==> config.mk <==
export PLATFORM = sky130hd
export DESIGN_NAME = vga_multi_cursor_display
export DESIGN_NICKNAME = d
export VERILOG_FILES = /design/src/rtl/vga_pkg.sv /design/src/rtl/vga_timing_gen.sv /design/src/rtl/vga_multi_cursor_display.sv
export SDC_FILE = /design/constraint.sdc
export NUM_CORES = 1
export LEC_CHECK = 0
export ABC_AREA = 1
export CAP_MARGIN = 5
export CORE_ASPECT_RATIO = 1.4
export CORE_UTILIZATION = 58
export DETAILED_ROUTE_END_ITERATION = 8
export GPL_TIMING_DRIVEN = 1
export HOLD_SLACK_MARGIN = 0.15
export PLACE_DENSITY = 0.83
export SLEW_MARGIN = 25
export SYNTH_ARGS = -nofsm -noshare
export SYNTH_HDL_FRONTEND = slang
export SYNTH_SLANG_ARGS = --single-unit
==> constraint.sdc <==
create_clock -name clk -period 2.8 [get_ports clk]
set_input_delay 0.7 -clock clk [delete_from_list [all_inputs] [get_ports clk]]
set_output_delay 0.7 -clock clk [all_outputs]
set_load 0.02 [all_outputs]
==> src/rtl/vga_pkg.sv <==
// Shared VGA timing defaults, colour constants and pipeline control record
// for the multi-cursor display path.
package vga_pkg;

  localparam int DEF_H_DISPLAY = 640;
  localparam int DEF_H_FP      = 16;
  localparam int DEF_H_SYNC    = 96;
  localparam int DEF_H_BP      = 48;
  localparam int DEF_V_DISPLAY = 480;
  localparam int DEF_V_FP      = 10;
  localparam int DEF_V_SYNC    = 2;
  localparam int DEF_V_BP      = 33;

  localparam logic [2:0] BLACK = 3'b000;
  localparam logic [2:0] BLUE  = 3'b001;
  localparam logic [2:0] GREEN = 3'b010;
  localparam logic [2:0] RED   = 3'b100;
  localparam logic [2:0] WHITE = 3'b111;

  typedef struct packed {
    logic video_on;
    logic hsync;
    logic vsync;
  } vga_ctrl_t;

  function automatic int h_total(input int disp, input int fp, input int sync, input int bp);
    return disp + fp + sync + bp;
  endfunction

  function automatic int v_total(input int disp, input int fp, input int sync, input int bp);
    return disp + fp + sync + bp;
  endfunction

endpackage

==> src/rtl/vga_timing_gen.sv <==
// Pixel-tick divider, H/V counters and stage-0 decode (video_on, raw syncs,
// frame boundary strobe).
module vga_timing_gen
  import vga_pkg::*;
#(
  parameter int H_DISPLAY = DEF_H_DISPLAY,
  parameter int H_FP      = DEF_H_FP,
  parameter int H_SYNC    = DEF_H_SYNC,
  parameter int H_BP      = DEF_H_BP,
  parameter int V_DISPLAY = DEF_V_DISPLAY,
  parameter int V_FP      = DEF_V_FP,
  parameter int V_SYNC    = DEF_V_SYNC,
  parameter int V_BP      = DEF_V_BP,
  parameter int PIX_DIV   = 4
) (
  input  logic       clk,
  input  logic       reset,
  output logic [9:0] pixel_x,
  output logic [9:0] pixel_y,
  output logic       video_on,
  output logic       p_tick,
  output logic       refr_tick,
  output logic       hsync_raw,
  output logic       vsync_raw,
  output logic       frame_end
);

  localparam int H_TOTAL = h_total(H_DISPLAY, H_FP, H_SYNC, H_BP);
  localparam int V_TOTAL = v_total(V_DISPLAY, V_FP, V_SYNC, V_BP);
  localparam int DIV_W   = $clog2(PIX_DIV);

  logic [DIV_W-1:0] div;
  logic             h_wrap;

  assign h_wrap    = (pixel_x == 10'(H_TOTAL - 1));
  assign frame_end = p_tick && h_wrap && (pixel_y == 10'(V_DISPLAY - 1));

  assign video_on  = (pixel_x < 10'(H_DISPLAY)) && (pixel_y < 10'(V_DISPLAY));
  assign hsync_raw = !((pixel_x >= 10'(H_DISPLAY + H_FP)) &&
                       (pixel_x <  10'(H_DISPLAY + H_FP + H_SYNC)));
  assign vsync_raw = !((pixel_y >= 10'(V_DISPLAY + V_FP)) &&
                       (pixel_y <  10'(V_DISPLAY + V_FP + V_SYNC)));

  // p_tick is decoded one count early so the registered strobe coincides
  // with div == PIX_DIV-1.
  always_ff @(posedge clk or negedge reset) begin
    if (!reset) begin
      div       <= '0;
      p_tick    <= 1'b0;
      refr_tick <= 1'b0;
      pixel_x   <= '0;
      pixel_y   <= '0;
    end else begin
      div       <= (div == DIV_W'(PIX_DIV - 1)) ? '0 : div + 1'b1;
      p_tick    <= (div == DIV_W'(PIX_DIV - 2));
      refr_tick <= frame_end;
      if (p_tick) begin
        pixel_x <= h_wrap ? '0 : pixel_x + 1'b1;
        if (h_wrap)
          pixel_y <= (pixel_y == 10'(V_TOTAL - 1)) ? '0 : pixel_y + 1'b1;
      end
    end
  end

endmodule

==> src/rtl/vga_multi_cursor_display.sv <==
// VGA top: timing generator, frame-buffered cursor shadows, per-channel hit
// detection and a 2-stage colour/sync pipeline.
module vga_multi_cursor_display
  import vga_pkg::*;
#(
  parameter int H_DISPLAY = DEF_H_DISPLAY,
  parameter int H_FP      = DEF_H_FP,
  parameter int H_SYNC    = DEF_H_SYNC,
  parameter int H_BP      = DEF_H_BP,
  parameter int V_DISPLAY = DEF_V_DISPLAY,
  parameter int V_FP      = DEF_V_FP,
  parameter int V_SYNC    = DEF_V_SYNC,
  parameter int V_BP      = DEF_V_BP,
  parameter int PIX_DIV   = 4,
  parameter int N_CUR     = 5,
  parameter int CUR_SIZE  = 8,
  parameter int RGB_W     = 3
) (
  input  logic                   clk,
  input  logic                   reset,
  input  logic [N_CUR*10-1:0]    cur_x,
  input  logic [N_CUR*10-1:0]    cur_y,
  input  logic [N_CUR-1:0]       cur_en,
  input  logic [N_CUR*RGB_W-1:0] cur_rgb,
  input  logic [RGB_W-1:0]       bg_rgb,
  output logic [9:0]             pixel_x,
  output logic [9:0]             pixel_y,
  output logic                   video_on,
  output logic                   p_tick,
  output logic                   hsync,
  output logic                   vsync,
  output logic                   refr_tick,
  output logic [RGB_W-1:0]       rgb
);

  logic hsync_raw, vsync_raw, frame_end;

  logic [N_CUR*10-1:0]    sh_x, sh_y;
  logic [N_CUR-1:0]       sh_en;
  logic [N_CUR*RGB_W-1:0] sh_rgb;

  logic [N_CUR-1:0] hit, hit_q;
  vga_ctrl_t        ctrl1;
  logic [RGB_W-1:0] pix;
  logic             found;

  vga_timing_gen #(
    .H_DISPLAY(H_DISPLAY), .H_FP(H_FP), .H_SYNC(H_SYNC), .H_BP(H_BP),
    .V_DISPLAY(V_DISPLAY), .V_FP(V_FP), .V_SYNC(V_SYNC), .V_BP(V_BP),
    .PIX_DIV(PIX_DIV)
  ) u_timing (
    .clk(clk), .reset(reset),
    .pixel_x(pixel_x), .pixel_y(pixel_y), .video_on(video_on),
    .p_tick(p_tick), .refr_tick(refr_tick),
    .hsync_raw(hsync_raw), .vsync_raw(vsync_raw), .frame_end(frame_end)
  );

  always_ff @(posedge clk or negedge reset) begin
    if (!reset) begin
      sh_x   <= '0;
      sh_y   <= '0;
      sh_en  <= '0;
      sh_rgb <= '0;
    end else if (frame_end) begin
      sh_x   <= cur_x;
      sh_y   <= cur_y;
      sh_en  <= cur_en;
      sh_rgb <= cur_rgb;
    end
  end

  // 11-bit bounds keep cursors parked near 1023 from wrapping onto column/row 0.
  always_comb begin
    hit = '0;
    for (int unsigned i = 0; i < N_CUR; i++) begin
      hit[i] = sh_en[i]
        && ({1'b0, pixel_x} >= {1'b0, sh_x[10*i +: 10]})
        && ({1'b0, pixel_x} <= ({1'b0, sh_x[10*i +: 10]} + 11'(CUR_SIZE - 1)))
        && ({1'b0, pixel_y} >= {1'b0, sh_y[10*i +: 10]})
        && ({1'b0, pixel_y} <= ({1'b0, sh_y[10*i +: 10]} + 11'(CUR_SIZE - 1)));
    end
  end

  always_comb begin
    pix   = bg_rgb;
    found = 1'b0;
    for (int unsigned i = 0; i < N_CUR; i++) begin
      if (hit_q[i] && !found) begin
        pix   = sh_rgb[RGB_W*i +: RGB_W];
        found = 1'b1;
      end
    end
  end

  always_ff @(posedge clk or negedge reset) begin
    if (!reset) begin
      hit_q <= '0;
      ctrl1 <= '{video_on: 1'b0, hsync: 1'b1, vsync: 1'b1};
      rgb   <= '0;
      hsync <= 1'b1;
      vsync <= 1'b1;
    end else if (p_tick) begin
      hit_q <= hit;
      ctrl1 <= '{video_on: video_on, hsync: hsync_raw, vsync: vsync_raw};
      rgb   <= ctrl1.video_on ? pix : RGB_W'(BLACK);
      hsync <= ctrl1.hsync;
      vsync <= ctrl1.vsync;
    end
  end

endmodule
==> metrics.cfg <==
[run_status]
status = completed

[global_routing]
residual_overflow_from_global_routing = 0
grt.total_usage_pct = 31.2
largest_net_degree_at_the_start_of_global_routing = 94
grt_pass1_vias = 11917
first_pass_grt_wire_length_um = 54800
number_of_antenna_violations_at_the_first_check_in_global_routing = 0

[synth]
synth.yosys.seq_area_share_pct = 31.3
synth-warning-count = 0
synth-main-ff-cell = dfrtp_1
synthesis.nets = 1983
synth.area.top_cells = dfrtp_1 30%, ha_1 21%, nand2_1 14%
synthArstFlopShare_pct = 100
yosysMostFrequentCell = nand2_1
yosys-top-cells-count = 481 x nand2_1, 216 x ha_1, 196 x inv_1, 153 x dfrtp_1, 106 x nor2_1
area_share_of_the_largest_cell_type_after_synthesis_pct = 30.5
synth.ff_latch_count = 157
synth.avg_cell_area_um2 = 7.66
netlist.top_cell.by_area = dfrtp_1
synth_area_um2 = 12600
synth-edff-count = 0
yosysUniqueCellTypes = 36
synth_cells = 1642

[sta]
number_of_max_slew_violations_in_the_final_report = 0
finalHoldViolations = 0
worstMarginPinSlew_ns = 0.805
final_min_period_over_clock_period_pct = 98.4
grt_setup_unrepaired = no
period_needed_ns = 2.75
slew_margin_rel_pct = 46.4
setup_tns_ns = 0
report.final.setup_viol = 0
hold_ws_ns = 0.229
timing.fmax_ghz = 0.363
clock-skew-final_ns = 0.0102

[routing]
drc_errors = 0
routed_wire_length_per_instance_um = 16.0
routed_wirelength_um = 33400
drt_pre_antenna_iters = 8
vias = 11738
drtIter0Drc = 896
vias_per_cell = 5.63
ant_nets = 0

[die]
die_h_um = 176
die_w_um = 126
core.rowCount = 63
initial_standard_cell_utilization_of_the_core_pct = 59.3
fp.coreArea_um2 = 21200
io_pins = 153
die-area_um2 = 22300

[layout]
regArea_um2 = 3930
multi_input_logic_area_um2 = 7670
finish.net_count = 2153
drive_above_1_share_pct = 4.11
utilization_pct = 71.5
nFillCells = 1686
syn_to_final_growth_pct = 20.5

[critical_path]
arrival_time_of_data_at_the_critical_path_endpoint_ns = 2.05
reg2reg_slack_ns = 0.17
crit_fanout = 15
cp.required_ns = 2.10
timing.critical_path.slowest_cell_delay_ns = 0.87
dominant_delay_contributor_by_cell_family_on_the_critical_path = flip-flops
critical_path.slowest_cell = dfrtp_1
timing.critical_path.to_type = output pin
cp-start-kind = register
cp_cell_sequence = clkdlybuf4s50_1
reg2regPathDepth = 16
worstReg2RegStart = sh_x[30]$_DFFE_PN0P_
r2r-end = hit_q[3]$_DFFE_PN0P_
timing_worst_setup_path_type = reg2out
crit_buf_inv = 1

[clocking]
htreeDepth = 4
path_clk_slew_ns = 0.07
cts_resized = 0
clock_sinks = 157
clock_latency_ns = 0.45
cts.path.max_buffers = 2
tritoncts_clock_tree = done
postCtsHoldBufs = 0
post_cts_buffers = 0
cts_made_buffers = 17
root_buffer = clkbuf_16

[placement]
gp_congestion = 0.923
portBuffers = 152
hpwlAfterDp_um = 24600

[pwr]
leakage_uw = 0.00795
vdd_drop_max_mv = 0.399
power.density_nw_per_um2 = 343
total_power_uw = 5200

[min_path]
min_path_type = in2async

[flow_run]
max_capacitance_violation_total = 0

[how the worst max path moves through the flow]
stage                                                from                    to  slack [ns]  depth (start not counted)
after floorplan           u_timing.pixel_x[1]$_DFFE_PN0P_   sh_x[3]$_DFFE_PN0P_        0.58                         12
after global placement                sh_x[0]$_DFFE_PN0P_  hit_q[0]$_DFFE_PN0P_        0.32                         16
after detailed placement             sh_x[30]$_DFFE_PN0P_  hit_q[3]$_DFFE_PN0P_        0.22                         16
after CTS                 u_timing.pixel_y[8]$_DFFE_PN0P_              video_on        0.07                          4
after global routing                 sh_x[11]$_DFFE_PN0P_  hit_q[1]$_DFFE_PN0P_       0.006                         17
final                     u_timing.pixel_y[2]$_DFFE_PN0P_            pixel_y[2]        0.05                          1
[sequential cells by signal (all words and copies together) (netlist names), 2 cells and up]
name,cells
sh_rgb,15
ctrl1,3
u_timing.div,2
sh_x,50
hit_q,5
sh_en,5
u_timing.pixel_x,10
rgb,3
sh_y,50
u_timing.pixel_y,10
[through the flow]
stage | std cells | cell area [um^2] | setup WS, ns
global route | 2085 | 15100 | 0.00587
detailed placement | 2053 | 14500 | 0.223
global placement | 2053 | 14500 | 0.322
floorplan | 1642 | 12600 | 0.580
CTS | 2085 | 15100 | 0.0671
finish | 2086 | 15200 | 0.0455
[routing by layer]
| metal | vias to the layer above | global-route usage, % | routed length [um] |
|---|---|---|---|
| met5 | - | 0 | 0 |
| met4 | 0 | 19.6 | 1770 |
| met3 | 122 | 5.12 | 1670 |
| met2 | 420 | 56.1 | 16800 |
| met1 | 5461 | 34.0 | 13200 |
| li1 | 5735 | - | - |
[power breakdown]
group / internal (uW) / switching [uW]
clock: 1660 / 1010
combinational: 164 / 84.9
sequential: 2270 / 2.40
[kinds of logic (layout without fill, tap and decap cells)]
kind of cell    after synthesis  count (layout)  share of synthesized area (%)
compound gates              255             255                           10.9
fa+ha+maj                   216             216                           21.5
flops                       157             157                           31.3
xor+xnor                     81              81                           5.64
other cells                   0               1                              0
simple gates                706             706                           22.8
buf+inv                     227             410                           7.86
[placed cells by master (no fill, tap or decap), drive strengths merged, types with 9 or more instances in the layout]
cell	instances
nand2	481
ha	216
inv	199
dfrtp	153
clkdlybuf4s50	150
o21ai	130
nor2	108
a21oi	85
xor2	70
nand3	57
buf	30
nor3	23
nand4	21
clkbuf	20
xnor2	11
nor4	9
[layout make-up]
cell class,instances,share of cell area [%]
multi-input combinational,1258,50.6
sequential,157,26.0
timing repair buffer,181,11.9
inverter,197,4.88
clock buffer,20,3.08
tap,260,2.15
clock inverter,12,1.36
antenna,1,0.0165
Note: power is estimated with default switching activity, not from simulation.
